**src/rtl/wb_display_mux_if.sv**
```systemverilog
`default_nettype none
// +-----------------------------------------------------------------------+
// | wb_display_mux_if : Wishbone slave bundle for the display controller  |
// | Revision 1.0                                                          |
// +-----------------------------------------------------------------------+
interface wb_display_mux_if #(
    parameter int WB_DATA_WIDTH = 32,
    parameter int WB_ADDR_WIDTH = 11,
    parameter int GRANULARITY   = 8
);
    logic [WB_ADDR_WIDTH-1:0]               addr_i;
    logic [WB_DATA_WIDTH-1:0]               data_i;
    logic [WB_DATA_WIDTH-1:0]               data_o;
    logic                                   stb_i;
    logic [WB_DATA_WIDTH/GRANULARITY-1:0]   sel_i;
    logic                                   ack_o;
    logic                                   cyc_i;
    logic                                   we_i;

    modport slave (
        input  addr_i, data_i, stb_i, sel_i, cyc_i, we_i,
        output data_o, ack_o
    );

    modport master (
        output addr_i, data_i, stb_i, sel_i, cyc_i, we_i,
        input  data_o, ack_o
    );
endinterface
`default_nettype wire

```
**src/rtl/wb_display_mux.sv**
```systemverilog
`default_nettype none
// +-----------------------------------------------------------------------+
// | wb_display_mux : Wishbone slave scanning an N-digit 7-segment display |
// | Optional macro DISPLAY_BRIGHTNESS_EN adds a BRIGHT duty-cycle register|
// | Revision 1.0                                                          |
// +-----------------------------------------------------------------------+
module wb_display_mux #(
    parameter int WB_DATA_WIDTH    = 32,
    parameter int WB_ADDR_WIDTH    = 11,
    parameter int GRANULARITY      = 8,
    parameter int SLAVE_ADDR_WIDTH = 1,
    parameter int SLAVE_ADDR       = 1,
    parameter int NUM_DIGITS       = 4,
    parameter int SCAN_DIV         = 100000
) (
    input  wire logic             clk_i,
    input  wire logic             rst_i,
    wb_display_mux_if.slave       wb,
    output logic [NUM_DIGITS-1:0] an,
    output logic [7:0]            hex_display
);
    localparam int DW    = 4 * NUM_DIGITS;
    localparam int PW    = $clog2(SCAN_DIV);
    localparam int LANES = WB_DATA_WIDTH / GRANULARITY;

    logic [DW-1:0]         pend_q, pend_d, act_q, act_d;
    logic [NUM_DIGITS-1:0] dp_q, dp_d, blank_q, blank_d;
    logic                  en_q, en_d;
    logic [PW-1:0]         presc_q, presc_d;
    logic [2:0]            idx_q, idx_d;
    logic                  ack_q, ack_d;
    logic [31:0]           data_q, data_d;
    logic [NUM_DIGITS-1:0] an_q, an_d;
    logic [7:0]            hex_q, hex_d;

    logic                  sel_w, acc_w, tc_w, wrap_w, lit_w, on_w, unused_w;
    logic [1:0]            reg_w;
    logic [31:0]           rdata_w, wmerge_w, act_pad_w, pend_pad_w;
    logic [7:0]            dp_pad_w, blank_pad_w, oh_w;
    logic [3:0]            nib_w;

    assign sel_w = wb.cyc_i & wb.stb_i &
        (wb.addr_i[WB_ADDR_WIDTH-1 -: SLAVE_ADDR_WIDTH] == SLAVE_ADDR_WIDTH'(SLAVE_ADDR));
    assign reg_w    = wb.addr_i[3:2];
    assign acc_w    = sel_w & ~ack_q;
    assign unused_w = ^wb.addr_i;

`ifdef DISPLAY_BRIGHTNESS_EN
    localparam int MW = PW + 5;
    logic [3:0]    bright_q, bright_d;
    logic [MW-1:0] thresh_w;
    assign thresh_w = ((MW'(bright_q) + MW'(1)) * MW'(SCAN_DIV)) >> 4;
    assign on_w     = {5'b0, presc_q} < thresh_w;
`else
    assign on_w = 1'b1;
`endif

    // Narrow fields widened to power-of-two vectors so a 3-bit index never overruns
    always_comb begin
        act_pad_w              = '0;
        act_pad_w[DW-1:0]      = act_q;
        pend_pad_w             = '0;
        pend_pad_w[DW-1:0]     = pend_q;
        dp_pad_w               = '0;
        dp_pad_w[NUM_DIGITS-1:0]    = dp_q;
        blank_pad_w            = '0;
        blank_pad_w[NUM_DIGITS-1:0] = blank_q;
    end

    always_comb begin
        rdata_w = '0;
        case (reg_w)
            2'd0: rdata_w = pend_pad_w;
            2'd1: rdata_w = {16'b0, blank_pad_w, dp_pad_w};
            2'd2: rdata_w = {21'b0, idx_q, 7'b0, en_q};
`ifdef DISPLAY_BRIGHTNESS_EN
            2'd3: rdata_w = {28'b0, bright_q};
`endif
            default: rdata_w = '0;
        endcase
    end

    // Byte-lane merge against the current register image; field extraction drops unimplemented bits
    always_comb begin
        wmerge_w = rdata_w;
        for (int l = 0; l < LANES; l++) begin
            if (wb.sel_i[l]) wmerge_w[l*GRANULARITY +: GRANULARITY] = wb.data_i[l*GRANULARITY +: GRANULARITY];
        end
    end

    function automatic logic [6:0] seg7(input logic [3:0] n);
        case (n)
            4'h0: seg7 = 7'b1000000;  4'h1: seg7 = 7'b1111001;
            4'h2: seg7 = 7'b0100100;  4'h3: seg7 = 7'b0110000;
            4'h4: seg7 = 7'b0011001;  4'h5: seg7 = 7'b0010010;
            4'h6: seg7 = 7'b0000010;  4'h7: seg7 = 7'b1111000;
            4'h8: seg7 = 7'b0000000;  4'h9: seg7 = 7'b0010000;
            4'hA: seg7 = 7'b0001000;  4'hB: seg7 = 7'b0000011;
            4'hC: seg7 = 7'b1000110;  4'hD: seg7 = 7'b0100001;
            4'hE: seg7 = 7'b0000110;  default: seg7 = 7'b0001110;
        endcase
    endfunction

    assign tc_w   = (presc_q == PW'(SCAN_DIV - 1));
    assign wrap_w = tc_w && (idx_q == 3'(NUM_DIGITS - 1));
    assign nib_w  = act_pad_w[{idx_q, 2'b00} +: 4];
    assign oh_w   = 8'b1 << idx_q;
    assign lit_w  = en_q & ~blank_pad_w[idx_q] & on_w;

    always_comb begin
        ack_d   = acc_w;
        data_d  = (acc_w && !wb.we_i) ? rdata_w : 32'b0;
        pend_d  = pend_q;
        dp_d    = dp_q;
        blank_d = blank_q;
        en_d    = en_q;
`ifdef DISPLAY_BRIGHTNESS_EN
        bright_d = bright_q;
`endif
        if (acc_w && wb.we_i) begin
            case (reg_w)
                2'd0: pend_d = wmerge_w[DW-1:0];
                2'd1: begin
                    dp_d    = wmerge_w[NUM_DIGITS-1:0];
                    blank_d = wmerge_w[8 +: NUM_DIGITS];
                end
                2'd2: en_d = wmerge_w[0];
`ifdef DISPLAY_BRIGHTNESS_EN
                2'd3: bright_d = wmerge_w[3:0];
`endif
                default: ;
            endcase
        end
        presc_d = tc_w ? '0 : presc_q + PW'(1);
        idx_d   = idx_q;
        if (tc_w) idx_d = wrap_w ? 3'd0 : idx_q + 3'd1;
        // Pending value (pre-write) is promoted only at the wrap to digit 0
        act_d   = wrap_w ? pend_q : act_q;
        an_d    = lit_w ? ~oh_w[NUM_DIGITS-1:0] : '1;
        hex_d   = lit_w ? {~dp_pad_w[idx_q], seg7(nib_w)} : 8'hFF;
    end

    always_ff @(posedge clk_i) begin
        if (!rst_i) begin
            ack_q   <= 1'b0;
            data_q  <= '0;
            pend_q  <= '0;
            act_q   <= '0;
            dp_q    <= '0;
            blank_q <= '0;
            en_q    <= 1'b1;
            presc_q <= '0;
            idx_q   <= '0;
            an_q    <= '1;
            hex_q   <= 8'hFF;
`ifdef DISPLAY_BRIGHTNESS_EN
            bright_q <= 4'hF;
`endif
        end else begin
            ack_q   <= ack_d;
            data_q  <= data_d;
            pend_q  <= pend_d;
            act_q   <= act_d;
            dp_q    <= dp_d;
            blank_q <= blank_d;
            en_q    <= en_d;
            presc_q <= presc_d;
            idx_q   <= idx_d;
            an_q    <= an_d;
            hex_q   <= hex_d;
`ifdef DISPLAY_BRIGHTNESS_EN
            bright_q <= bright_d;
`endif
        end
    end

    assign wb.ack_o    = ack_q;
    assign wb.data_o   = data_q;
    assign an          = an_q;
    assign hex_display = hex_q;
endmodule
`default_nettype wire

```
**src/flat_wrapper.sv**
```systemverilog
// flat-port wrapper written by rule: the top's interface ports become plain ports
module wb_display_mux_flat 
#(
    parameter int WB_DATA_WIDTH    = 32,
    parameter int WB_ADDR_WIDTH    = 11,
    parameter int GRANULARITY      = 8,
    parameter int SLAVE_ADDR_WIDTH = 1,
    parameter int SLAVE_ADDR       = 1,
    parameter int NUM_DIGITS       = 4,
    parameter int SCAN_DIV         = 100000
)
  (clk_i, rst_i, an, hex_display, wb_addr_i, wb_data_i, wb_stb_i, wb_sel_i, wb_cyc_i, wb_we_i, wb_data_o, wb_ack_o);
  wb_display_mux_if #(.WB_DATA_WIDTH(WB_DATA_WIDTH), .WB_ADDR_WIDTH(WB_ADDR_WIDTH), .GRANULARITY(GRANULARITY)) wb_i ();
  input  wire logic clk_i;
  input  wire logic rst_i;
  output logic [NUM_DIGITS-1:0] an;
  output logic [7:0] hex_display;
  input wire logic [$bits(wb_i.addr_i)-1:0] wb_addr_i;
  input wire logic [$bits(wb_i.data_i)-1:0] wb_data_i;
  input wire logic [$bits(wb_i.stb_i)-1:0] wb_stb_i;
  input wire logic [$bits(wb_i.sel_i)-1:0] wb_sel_i;
  input wire logic [$bits(wb_i.cyc_i)-1:0] wb_cyc_i;
  input wire logic [$bits(wb_i.we_i)-1:0] wb_we_i;
  output wire logic [$bits(wb_i.data_o)-1:0] wb_data_o;
  output wire logic [$bits(wb_i.ack_o)-1:0] wb_ack_o;
  assign wb_i.addr_i = wb_addr_i;
  assign wb_i.data_i = wb_data_i;
  assign wb_i.stb_i = wb_stb_i;
  assign wb_i.sel_i = wb_sel_i;
  assign wb_i.cyc_i = wb_cyc_i;
  assign wb_i.we_i = wb_we_i;
  assign wb_data_o = wb_i.data_o;
  assign wb_ack_o = wb_i.ack_o;
  wb_display_mux #(.WB_DATA_WIDTH(WB_DATA_WIDTH), .WB_ADDR_WIDTH(WB_ADDR_WIDTH), .GRANULARITY(GRANULARITY), .SLAVE_ADDR_WIDTH(SLAVE_ADDR_WIDTH), .SLAVE_ADDR(SLAVE_ADDR), .NUM_DIGITS(NUM_DIGITS), .SCAN_DIV(SCAN_DIV)) u_core (.clk_i(clk_i), .rst_i(rst_i), .wb(wb_i), .an(an), .hex_display(hex_display));
endmodule
```
**config.mk**
```make
export PLATFORM = sky130hd
export DESIGN_NAME = wb_display_mux_flat
export DESIGN_NICKNAME = d
export VERILOG_FILES = /design/src/rtl/wb_display_mux_if.sv /design/src/rtl/wb_display_mux.sv /design/src/flat_wrapper.sv
export SDC_FILE = /design/constraint.sdc
export NUM_CORES = 1
export LEC_CHECK = 0
export BUFFER_PORTS_ARGS = -buffer_cell sky130_fd_sc_hd__clkbuf_2
export CAP_MARGIN = 40
export CORE_MARGIN = 5
export CORE_UTILIZATION = 48
export DETAILED_ROUTE_END_ITERATION = 10
export PLACE_DENSITY_LB_ADDON = 0.2
export SETUP_SLACK_MARGIN = 0.5
export SLEW_MARGIN = 20
export SYNTH_ARGS = -nofsm -noshare
export SYNTH_HDL_FRONTEND = slang
export SYNTH_SLANG_ARGS = --single-unit
```
**constraint.sdc**
```tcl
create_clock -name clk_i -period 2.3 [get_ports clk_i]
set_input_delay 0.345 -clock clk_i [delete_from_list [all_inputs] [get_ports clk_i]]
set_output_delay 0.345 -clock clk_i [all_outputs]
set_load 0.01 [all_outputs]
```
==> results of run 1 <==
==> sequential cells by signal, indices dropped and copies added (netlist names) <==
name / flops
u_core.dp_q: 4
u_core.pend_q: 16
u_core.act_q: 16
u_core.an: 4
u_core.presc_q: 17
u_core.idx_q: 3
u_core.blank_q: 4
u_core.wb.data_o: 16
u_core.en_q: 1
u_core.hex_display: 8
u_core.wb.ack_o: 1
==> cells by family after synthesis <==
| family | after synthesis | synth area share (%) |
|---|---|---|
| other cells | 1 | 0.09104 |
| flops | 90 | 43.74 |
| buf+inv | 55 | 6.895 |
| simple gates | 185 | 22.75 |
| fa+ha+maj | 10 | 3.038 |
| mux | 15 | 5.863 |
| xor+xnor | 12 | 2.552 |
| compound gates | 93 | 15.07 |
==> worst max-delay path, cell delays in order (launching register included) <==
cell and delay, ps:
dfxtp_4 380, mux4_2 560, nand2_4 100, inv_4 40
ha_4 150, nor2b_1 120, mux2_4 270, a221oi_2 240
o21ai_1 90
==> worst max-delay path by stage <==
| stage | from | slack (ps) | end | cells after the start |
|---|---|---|---|---|
| after floorplan | u_core.idx_q[0] | 170 | u_core.hex_display[0] | 9 |
| after global placement | u_core.idx_q[0] | 220 | u_core.hex_display[0] | 8 |
| after detailed placement | u_core.idx_q[0] | 190 | u_core.hex_display[0] | 8 |
| after CTS | u_core.idx_q[0] | 230 | u_core.hex_display[0] | 8 |
| after global routing | u_core.idx_q[0] | 140 | u_core.hex_display[0] | 8 |
| final | u_core.idx_q[0] | 230 | u_core.hex_display[0] | 8 |
==> metrics by stage <==
stage	setup slack (ps)	power, mW	hold slack (ps)	cell area [µm²]	cells
finish	232.9	2.730	224.6	4762	631
global route	142.5	2.842	234.9	4762	631
CTS	229.9	2.749	218.6	4721	628
detailed placement	185.0	1.772	466.2	4438	603
global placement	224.8	1.768	463.2	4438	603
floorplan	167.8	1.733	441.2	4189	476
==> synthesized netlist by cell type, drive strengths merged, types with 4 or more instances <==
master and count:
buf 26, mux2i 8, nor3b 8, nor2 35, o21ai 27, nand2 43
nor3 7, nand2b 6, o211ai 5, dfxtp 90, ha 10, nand3 39
nand4 10, nor2b 6, inv 11, or3 4, a21oi 12, o31ai 5
and2 12, mux4 6, xnor2 6, and3 5, clkbuf 18, a21boi 32
xor2 6
==> power groups by stage <==
stage,logic [mW],registers (mW),clock network [mW]
3_5_place_dp,0.151,1.62,0
3_3_place_gp,0.148,1.62,0
5_1_grt,0.169,1.58,1.09
6_report,0.153,1.58,0.995
2_1_floorplan,0.110,1.62,0
4_1_cts,0.152,1.58,1.01
==> metal layers <==
metal  vias up  track usage (%)  wire length (µm)
met5         -                0                 0
met4         0            5.954               166
met3        14            4.060               623
met2       108            29.05              4304
met1      1629            26.47              4629
li1       1707                -                 -
==> cell type report <==
cell class	count	area (µm²)
Clock buffer	10	137.6
Clock inverter	6	42.54
Fill cell	762	3537
Inverter	11	43.79
Multi-Input combinational cell	332	2158
Sequential cell	90	1805
Tap cell	105	131.4
Timing Repair Buffer	77	442.9
==> what timing repair did <==
item / CTS / global route
setup endpoints to repair: 36 / 35
buffers inserted: 8 / 3
endpoints found under the hold margin: 0 / 0
gates resized for setup: 7 / 5
gates cloned: 1 / 0
pin swaps: 4 / 4
==> results.json, run 1 <==
{
  "status": "finished clean",
  "cts-root-buf": "clkbuf_8",
  "hpwl_mm": 6.626,
  "synth.distinct_cells": 49,
  "p_leak_nw": 1.816,
  "ys_warn_count": 0,
  "synth_area_leaders": "dfxtp_1 44%, a21boi_0 5.7%, nand3_1 4.7%",
  "antenna_left": 0,
  "finalSetupViolCount": 0,
  "cap_violations": 0,
  "hold_buffers": 0,
  "grt_pass1_vias": 3161,
  "max_freq_ghz": 0.4838,
  "setup_tns_ps": 0,
  "synth_edf_count": 0,
  "synthCells": 461,
  "ys.flop_type": "dfxtp_1",
  "final_cell_mix": "89 x dfxtp_1, 54 x clkbuf_2, 40 x nand2_1",
  "fin_crit_ps": 2067,
  "p_sw_uw": 677.0,
  "yosys.area.top_type": "dfxtp_1",
  "die_y_um": 102.6,
  "rrSetupSlack_ps": 230,
  "worstSetupStartpointType": "flip-flop",
  "grt_setup_unrepaired": "true",
  "drt-initial-drc-count": 185,
  "cts.sinks": 90,
  "grt_max_degree": 31,
  "num_rows": 33,
  "crit_arrival_ps": 2310,
  "die-area_um2": 10530,
  "fin_nets": 583,
  "place_congestion": 0.9244,
  "min_path_type": "input pin to flip-flop",
  "synth_top_area_share_pct": 43.74,
  "cp-end-kind": "flip-flop",
  "ys_async_sr_fraction_pct": 0,
  "drc": 0,
  "utilization_pct": 57.38,
  "r2r_start": "u_core.idx_q[0]",
  "slew_viol_final": 0,
  "portBuffers": 54,
  "tightest_slew_ps": 550.0,
  "syn_area_per_cell_um2": 8.935,
  "grt_pass1_wl_mm": 15.62,
  "ir_worst_vdd_mv": 0.2626,
  "pwr-share-comb_pct": 5.6,
  "io_pins": 97,
  "final_common_cell": "dfxtp_1",
  "required_ps": 2540,
  "hold_violations": 0,
  "clockPowerShare_pct": 36.4,
  "cts_htree_levels": 3,
  "ys_seq_area_share_pct": 43.74,
  "clock_skew_ps": 4.422,
  "core-area_um2": 8299,
  "fin_crit_sh_pct": 89.87,
  "criticalPathCategory": "flip-flop to flip-flop",
  "synth-seq-cells": 90,
  "clk_pin_slew_ps": 90,
  "vias": 3458,
  "whs_path_depth": 3,
  "antenna_found_initial": 0,
  "rr_worst_depth": 8,
  "wire_per_inst_um": 15.41,
  "drive_gt1_share_pct": 22.24,
  "vias_per_cell": 5.480,
  "clk_path_buf_depth": 2,
  "p_sw_share_pct": 24.79,
  "hp-start": "wb_data_i[14]",
  "p_int_mw": 2.054,
  "areaGrowthSynthToFinish_pct": 15.61,
  "die_x_um": 102.6,
  "p_per_area_nw_per_um2": 573.4,
  "slew_headroom_pct": 63.05,
  "first_pass_iters": 4,
  "clk_latency_ps": 360,
  "crit_path_max_fanout": 3,
  "grt.total_usage_pct": 18.85,
  "netlist_area_um2": 4119,
  "grt_overflow_total": 0,
  "start_util_pct": 49.63,
  "wl_mm": 9.724,
  "min_to": "u_core.pend_q[14]",
  "cts_buffers": 9,
  "diodes": 0,
  "r2r-end": "u_core.hex_display[0]",
  "cts_tree": "done",
  "pwr-share-seq_pct": 58.0
}
Power figures use the tool's default switching activity.
==> run 2, diff against run 1 <==
--- a/config.mk
+++ b/config.mk
@@ -6,11 +6,11 @@
 export NUM_CORES = 1
 export LEC_CHECK = 0
-export BUFFER_PORTS_ARGS = -buffer_cell sky130_fd_sc_hd__clkbuf_2
 export CAP_MARGIN = 40
 export CORE_MARGIN = 5
-export CORE_UTILIZATION = 48
+export CORE_UTILIZATION = 57
 export DETAILED_ROUTE_END_ITERATION = 10
+export DONT_BUFFER_PORTS = 1
 export PLACE_DENSITY_LB_ADDON = 0.2
-export SETUP_SLACK_MARGIN = 0.5
+export SETUP_SLACK_MARGIN = 0.05
 export SLEW_MARGIN = 20
 export SYNTH_ARGS = -nofsm -noshare
==> constraint.sdc (replaced) <==
create_clock -name clk_i -period 2.3 [get_ports clk_i]
set_input_delay 0.115 -clock clk_i [delete_from_list [all_inputs] [get_ports clk_i]]
set_output_delay 0.115 -clock clk_i [all_outputs]
set_load 0.01 [all_outputs]
==> results.json, run 2 (same netlist as run 1, synthesis figures left out) <==
{
  "status": "finished clean",
  "die_y_um": 95.01,
  "grt_max_degree": 48,
  "tightest_slew_ps": 615.9,
  "die-area_um2": 9026,
  "grt_pass1_wl_mm": 15.77,
  "wire_per_inst_um": 16.91,
  "criticalPathCategory": "flip-flop to flip-flop",
  "fin_ws_ps": 123.8,
  "multiInputGateArea_um2": 2090,
  "drt-initial-drc-count": 175,
  "final_common_cell": "dfxtp_1",
  "crit_family": "multiplexers",
  "areaGrowthSynthToFinish_pct": 9.083,
  "grt_pass1_vias": 3212,
  "wl_mm": 9.671,
  "critical_path.max_stage_delay_ps": 550,
  "vias": 3364,
  "antenna_left": 0,
  "ir_worst_vdd_mv": 0.4298,
  "cp_slowest_cell": "mux4_2",
  "first_pass_iters": 5,
  "regArea_um2": 1805,
  "p_leak_nw": 1.610,
  "io_pins": 97,
  "worst-path-buf-inv": 1,
  "hold_violations": 0,
  "finalSetupViolCount": 0,
  "drc": 0,
  "slew_viol_final": 0,
  "cts_tree": "done",
  "slew_headroom_pct": 58.94,
  "grt_overflow_total": 0,
  "rrSetupSlack_ps": 120,
  "nFillCells": 640,
  "crit_path_max_fanout": 6,
  "worstSetupStartpointType": "flip-flop",
  "crit_arrival_ps": 2410,
  "diodes": 0,
  "min_path_type": "input pin to flip-flop",
  "die_x_um": 95.01,
  "pre_cts_slack_ps": 114.9,
  "max_freq_ghz": 0.4595,
  "start_util_pct": 57.71,
  "required_ps": 2530,
  "clk_latency_ps": 360,
  "cp-end-kind": "flip-flop",
  "largest_reg_flops": 17,
  "clk_path_buf_depth": 2,
  "regMostFlops": "u_core.presc_q",
  "core-area_um2": 7137,
  "cts-root-buf": "clkbuf_8",
  "grt.total_usage_pct": 22.31,
  "clock_skew_ps": 13.88,
  "cap_violations": 0,
  "grt_setup_unrepaired": "false",
  "cts_buffers": 9,
  "cts_htree_levels": 3,
  "place_congestion": 0.8398,
  "fin_nets": 530,
  "vias_per_cell": 5.881,
  "cts.sinks": 90,
  "antenna_found_initial": 0,
  "clk_pin_slew_ps": 90,
  "setup_tns_ps": 0,
  "worstPathCellList": "mux4_2 -> nand2_2 -> inv_1 -> ha_1 -> mux2_4 -> a221oi_2 -> o21ai_1",
  "drive_gt1_share_pct": 9.091,
  "p_per_area_nw_per_um2": 625.9,
  "final_cell_mix": "89 x dfxtp_1, 41 x nand2_1, 39 x nand3_1",
  "fin_crit_sh_pct": 94.62,
  "portBuffers": 0,
  "fin_crit_ps": 2176,
  "hpwl_mm": 6.373,
  "num_rows": 31
}
==> run 2: cell types whose count changed in the layout (fill, tap and decap cells not counted), sizes merged <==
cell and delta:
mux4 -1, inv +1, dlygate4sd3 +12, clkinvlp -1, bufinv +1, clkbuf -54
buf -10, clkinv -1
==> run 2: layout make-up <==
class / count / share of cell area (%)
clock buffer: 10 / 3.063
clock inverter: 6 / 1.448
inverter: 11 / 0.9190
multi-input combinational: 331 / 46.51
sequential: 90 / 40.18
tap: 99 / 2.757
timing repair buffer: 25 / 5.124
==> run 2: through the flow <==
step | hold WS (ps) | instance area, µm² | power, mW | utilization, % | instances
4_1_cts | 0.2512 | 4473 | 2.826 | 62.68 | 570
6_report | 4.410 | 4493 | 2.812 | 62.96 | 572
3_3_place_gp | 198.6 | 4130 | 1.709 | 57.87 | 541
5_1_grt | 11.05 | 4493 | 2.919 | 62.96 | 572
2_1_floorplan | 271.1 | 4174 | 1.733 | - | 476
3_5_place_dp | 199.7 | 4130 | 1.711 | 57.87 | 541
==> run 2: worst min-delay path, delay by kind of cell <==
| family | cells | cell delay [ps] |
|---|---|---|
| compound gates | 1 | 70 |
| simple gates | 2 | 140 |
==> run 2: where the power goes <==
part           total, mW  switching (mW)  internal (mW)
clock               1.10           0.569          0.534
combinational      0.121          0.0685         0.0530
sequential          1.59          0.0154           1.57
==> run 2: layer usage <==
metal | vias up | global-route usage, % | share of wire, %
li1 | 1603 | - | -
met1 | 1602 | 30.33 | 45
met2 | 144 | 35.06 | 46
met3 | 15 | 5.339 | 8.0
met4 | 0 | 6.851 | 1.5
met5 | - | 0 | 0
==> run 2: worst paths after layout <==
check / endpoint / from / depth (start not counted)
setup / recovery: u_core.hex_display[0] / u_core.idx_q[0] / 7
hold / removal: u_core.pend_q[3] / wb_sel_i[0] / 3
setup reg to reg: u_core.hex_display[0] / u_core.idx_q[0] / 7
hold reg to reg: u_core.pend_q[14] / u_core.pend_q[14] / 2
==> run 2: timing repair <==
item | 4_1_cts | 5_1_grt
endpoints found under the setup margin | 0 | 1
setup buffers | 0 | 2
endpoints found under the hold margin | 55 | 0
hold buffers | 13 | 0
gates resized for setup | 0 | 2
==> run 3, diff against run 2 <==
HOLD_SLACK_MARGIN = 0.12   (was default)
RECOVER_POWER = 50   (was default)
==> results.json, run 3 (same netlist as run 1, synthesis figures left out) <==
{
  "status": "finished clean",
  "cts_buffers": 9,
  "nFillCells": 623,
  "slew_viol_final": 0,
  "worstSetupStartpointType": "flip-flop",
  "grt_overflow_total": 0,
  "die-area_um2": 9026,
  "crit_arrival_ps": 2420,
  "cts-root-buf": "clkbuf_8",
  "start_util_pct": 57.71,
  "cp_slowest_cell": "mux4_2",
  "hpwl_mm": 6.373,
  "drt-initial-drc-count": 208,
  "areaGrowthSynthToFinish_pct": 11.97,
  "criticalPathCategory": "flip-flop to flip-flop",
  "die_x_um": 95.01,
  "largest_reg_flops": 17,
  "io_pins": 97,
  "place_congestion": 0.8398,
  "worst-path-buf-inv": 1,
  "portBuffers": 0,
  "required_ps": 2530,
  "core-area_um2": 7137,
  "grt_pass1_vias": 3291,
  "cap_violations": 0,
  "hold_violations": 0,
  "vias_per_cell": 5.793,
  "drc": 0,
  "num_rows": 31,
  "vias": 3389,
  "grt_setup_unrepaired": "false",
  "wire_per_inst_um": 16.74,
  "crit_family": "multiplexers",
  "cp-end-kind": "flip-flop",
  "grt_pass1_wl_mm": 16.15,
  "fin_crit_sh_pct": 95.15,
  "worstPathCellList": "mux4_2 -> nand2_2 -> inv_1 -> ha_1 -> mux2_4 -> a221oi_2 -> o21ai_1",
  "grt_max_degree": 50,
  "finalSetupViolCount": 0,
  "grt.total_usage_pct": 22.81,
  "ir_worst_vdd_mv": 0.4335,
  "fin_crit_ps": 2188,
  "tightest_slew_ps": 714.3,
  "clock_skew_ps": 13.38,
  "clk_pin_slew_ps": 90,
  "p_per_area_nw_per_um2": 613.6,
  "crit_path_max_fanout": 6,
  "final_common_cell": "dfxtp_1",
  "fin_nets": 543,
  "die_y_um": 95.01,
  "antenna_found_initial": 0,
  "max_freq_ghz": 0.4570,
  "min_path_type": "input pin to flip-flop",
  "layout.cells.non_filler": 585,
  "p_leak_nw": 1.640,
  "wl_mm": 9.792,
  "antenna_left": 0,
  "clk_path_buf_depth": 2,
  "final_cell_mix": "89 x dfxtp_1, 41 x nand2_1, 39 x nand3_1",
  "setup_tns_ps": 0,
  "first_pass_iters": 7,
  "slew_headroom_pct": 52.38,
  "cts_tree": "done",
  "cts_htree_levels": 3,
  "clk_latency_ps": 350,
  "design_area_um2": 4612,
  "diodes": 0,
  "placed_area_um2": 4130,
  "cts.sinks": 90,
  "critical_path.max_stage_delay_ps": 560,
  "regMostFlops": "u_core.presc_q",
  "dp.cells": 541,
  "drive_gt1_share_pct": 8.436,
  "utilization_pct": 64.62
}
-- run 3: cell count changes in the layout (fill, tap and decap cells not counted) --
cell / change
dlygate4sd3_1: +13
and2_0: +9
and2_1: -9
buf_4: -4
clkbuf_1: +3
a21boi_0: +1
a21boi_1: -1
clkbuf_2: +1
nor2b_1: -1
nor2b_2: +1
-- run 3: stage by stage --
stage          setup slack, ps  hold slack [ps]  power [mW]
2_1_floorplan            82.22            271.1       1.733
3_3_place_gp             166.8            198.6       1.709
3_5_place_dp             114.9            199.7       1.711
4_1_cts                  98.44            130.0       2.849
5_1_grt                  57.97            148.0       2.942
6_report                 111.6            132.1       2.830
-- run 3: area by class of cell --
class                      instances  area (µm²)  share of cell area (%)
clock buffer                      10       137.6                   2.984
inverter                          11       41.29                  0.8953
multi-input combinational        331        2092                   45.36
clock inverter                     6       65.06                   1.411
timing repair buffer              38       346.6                   7.515
sequential                        90        1805                   39.15
tap                               99       123.9                   2.686
-- run 3: timing repair --
item                       CTS  global route
hold endpoints to repair    57             0
gates resized for setup      0             3
setup endpoints to repair    0             2
setup buffers                0             2
hold buffers                26             0
-- run 3: routing by layer --
| metal | part of all wire (%) | wire length, µm | track usage, % | up-vias |
|---|---|---|---|---|
| li1 | - | - | - | 1627 |
| met1 | 47 | 4571 | 31.32 | 1640 |
| met2 | 46 | 4513 | 35.76 | 105 |
| met3 | 5.6 | 551 | 4.861 | 17 |
| met4 | 1.6 | 155 | 7.332 | 0 |
| met5 | 0 | 0 | 0 | - |
-- run 3: final timing paths --
kind | slack (ps) | start | cells after the start | to
worst max-delay path | 110 | u_core.idx_q[0] | 7 | u_core.hex_display[0]
worst min-delay path | 130 | wb_sel_i[1] | 3 | u_core.pend_q[14]
worst max register to register | 110 | u_core.idx_q[0] | 7 | u_core.hex_display[0]
worst min register to register | 490 | u_core.presc_q[0] | 1 | u_core.presc_q[0]
-- run 3: worst reg2reg max path: cells and delay by family, from the launching register on --
family | cells | cell delay, ps
compound gates | 2 | 350
fa+ha+maj | 1 | 280
buf+inv | 1 | 70
flops | 1 | 370
mux | 2 | 870
simple gates | 1 | 130
-- run 3: where the power goes --
group | internal, mW | total [mW] | switching (mW)
combinational | 0.0637 | 0.144 | 0.0800
clock | 0.534 | 1.10 | 0.564
sequential | 1.57 | 1.59 | 0.0155
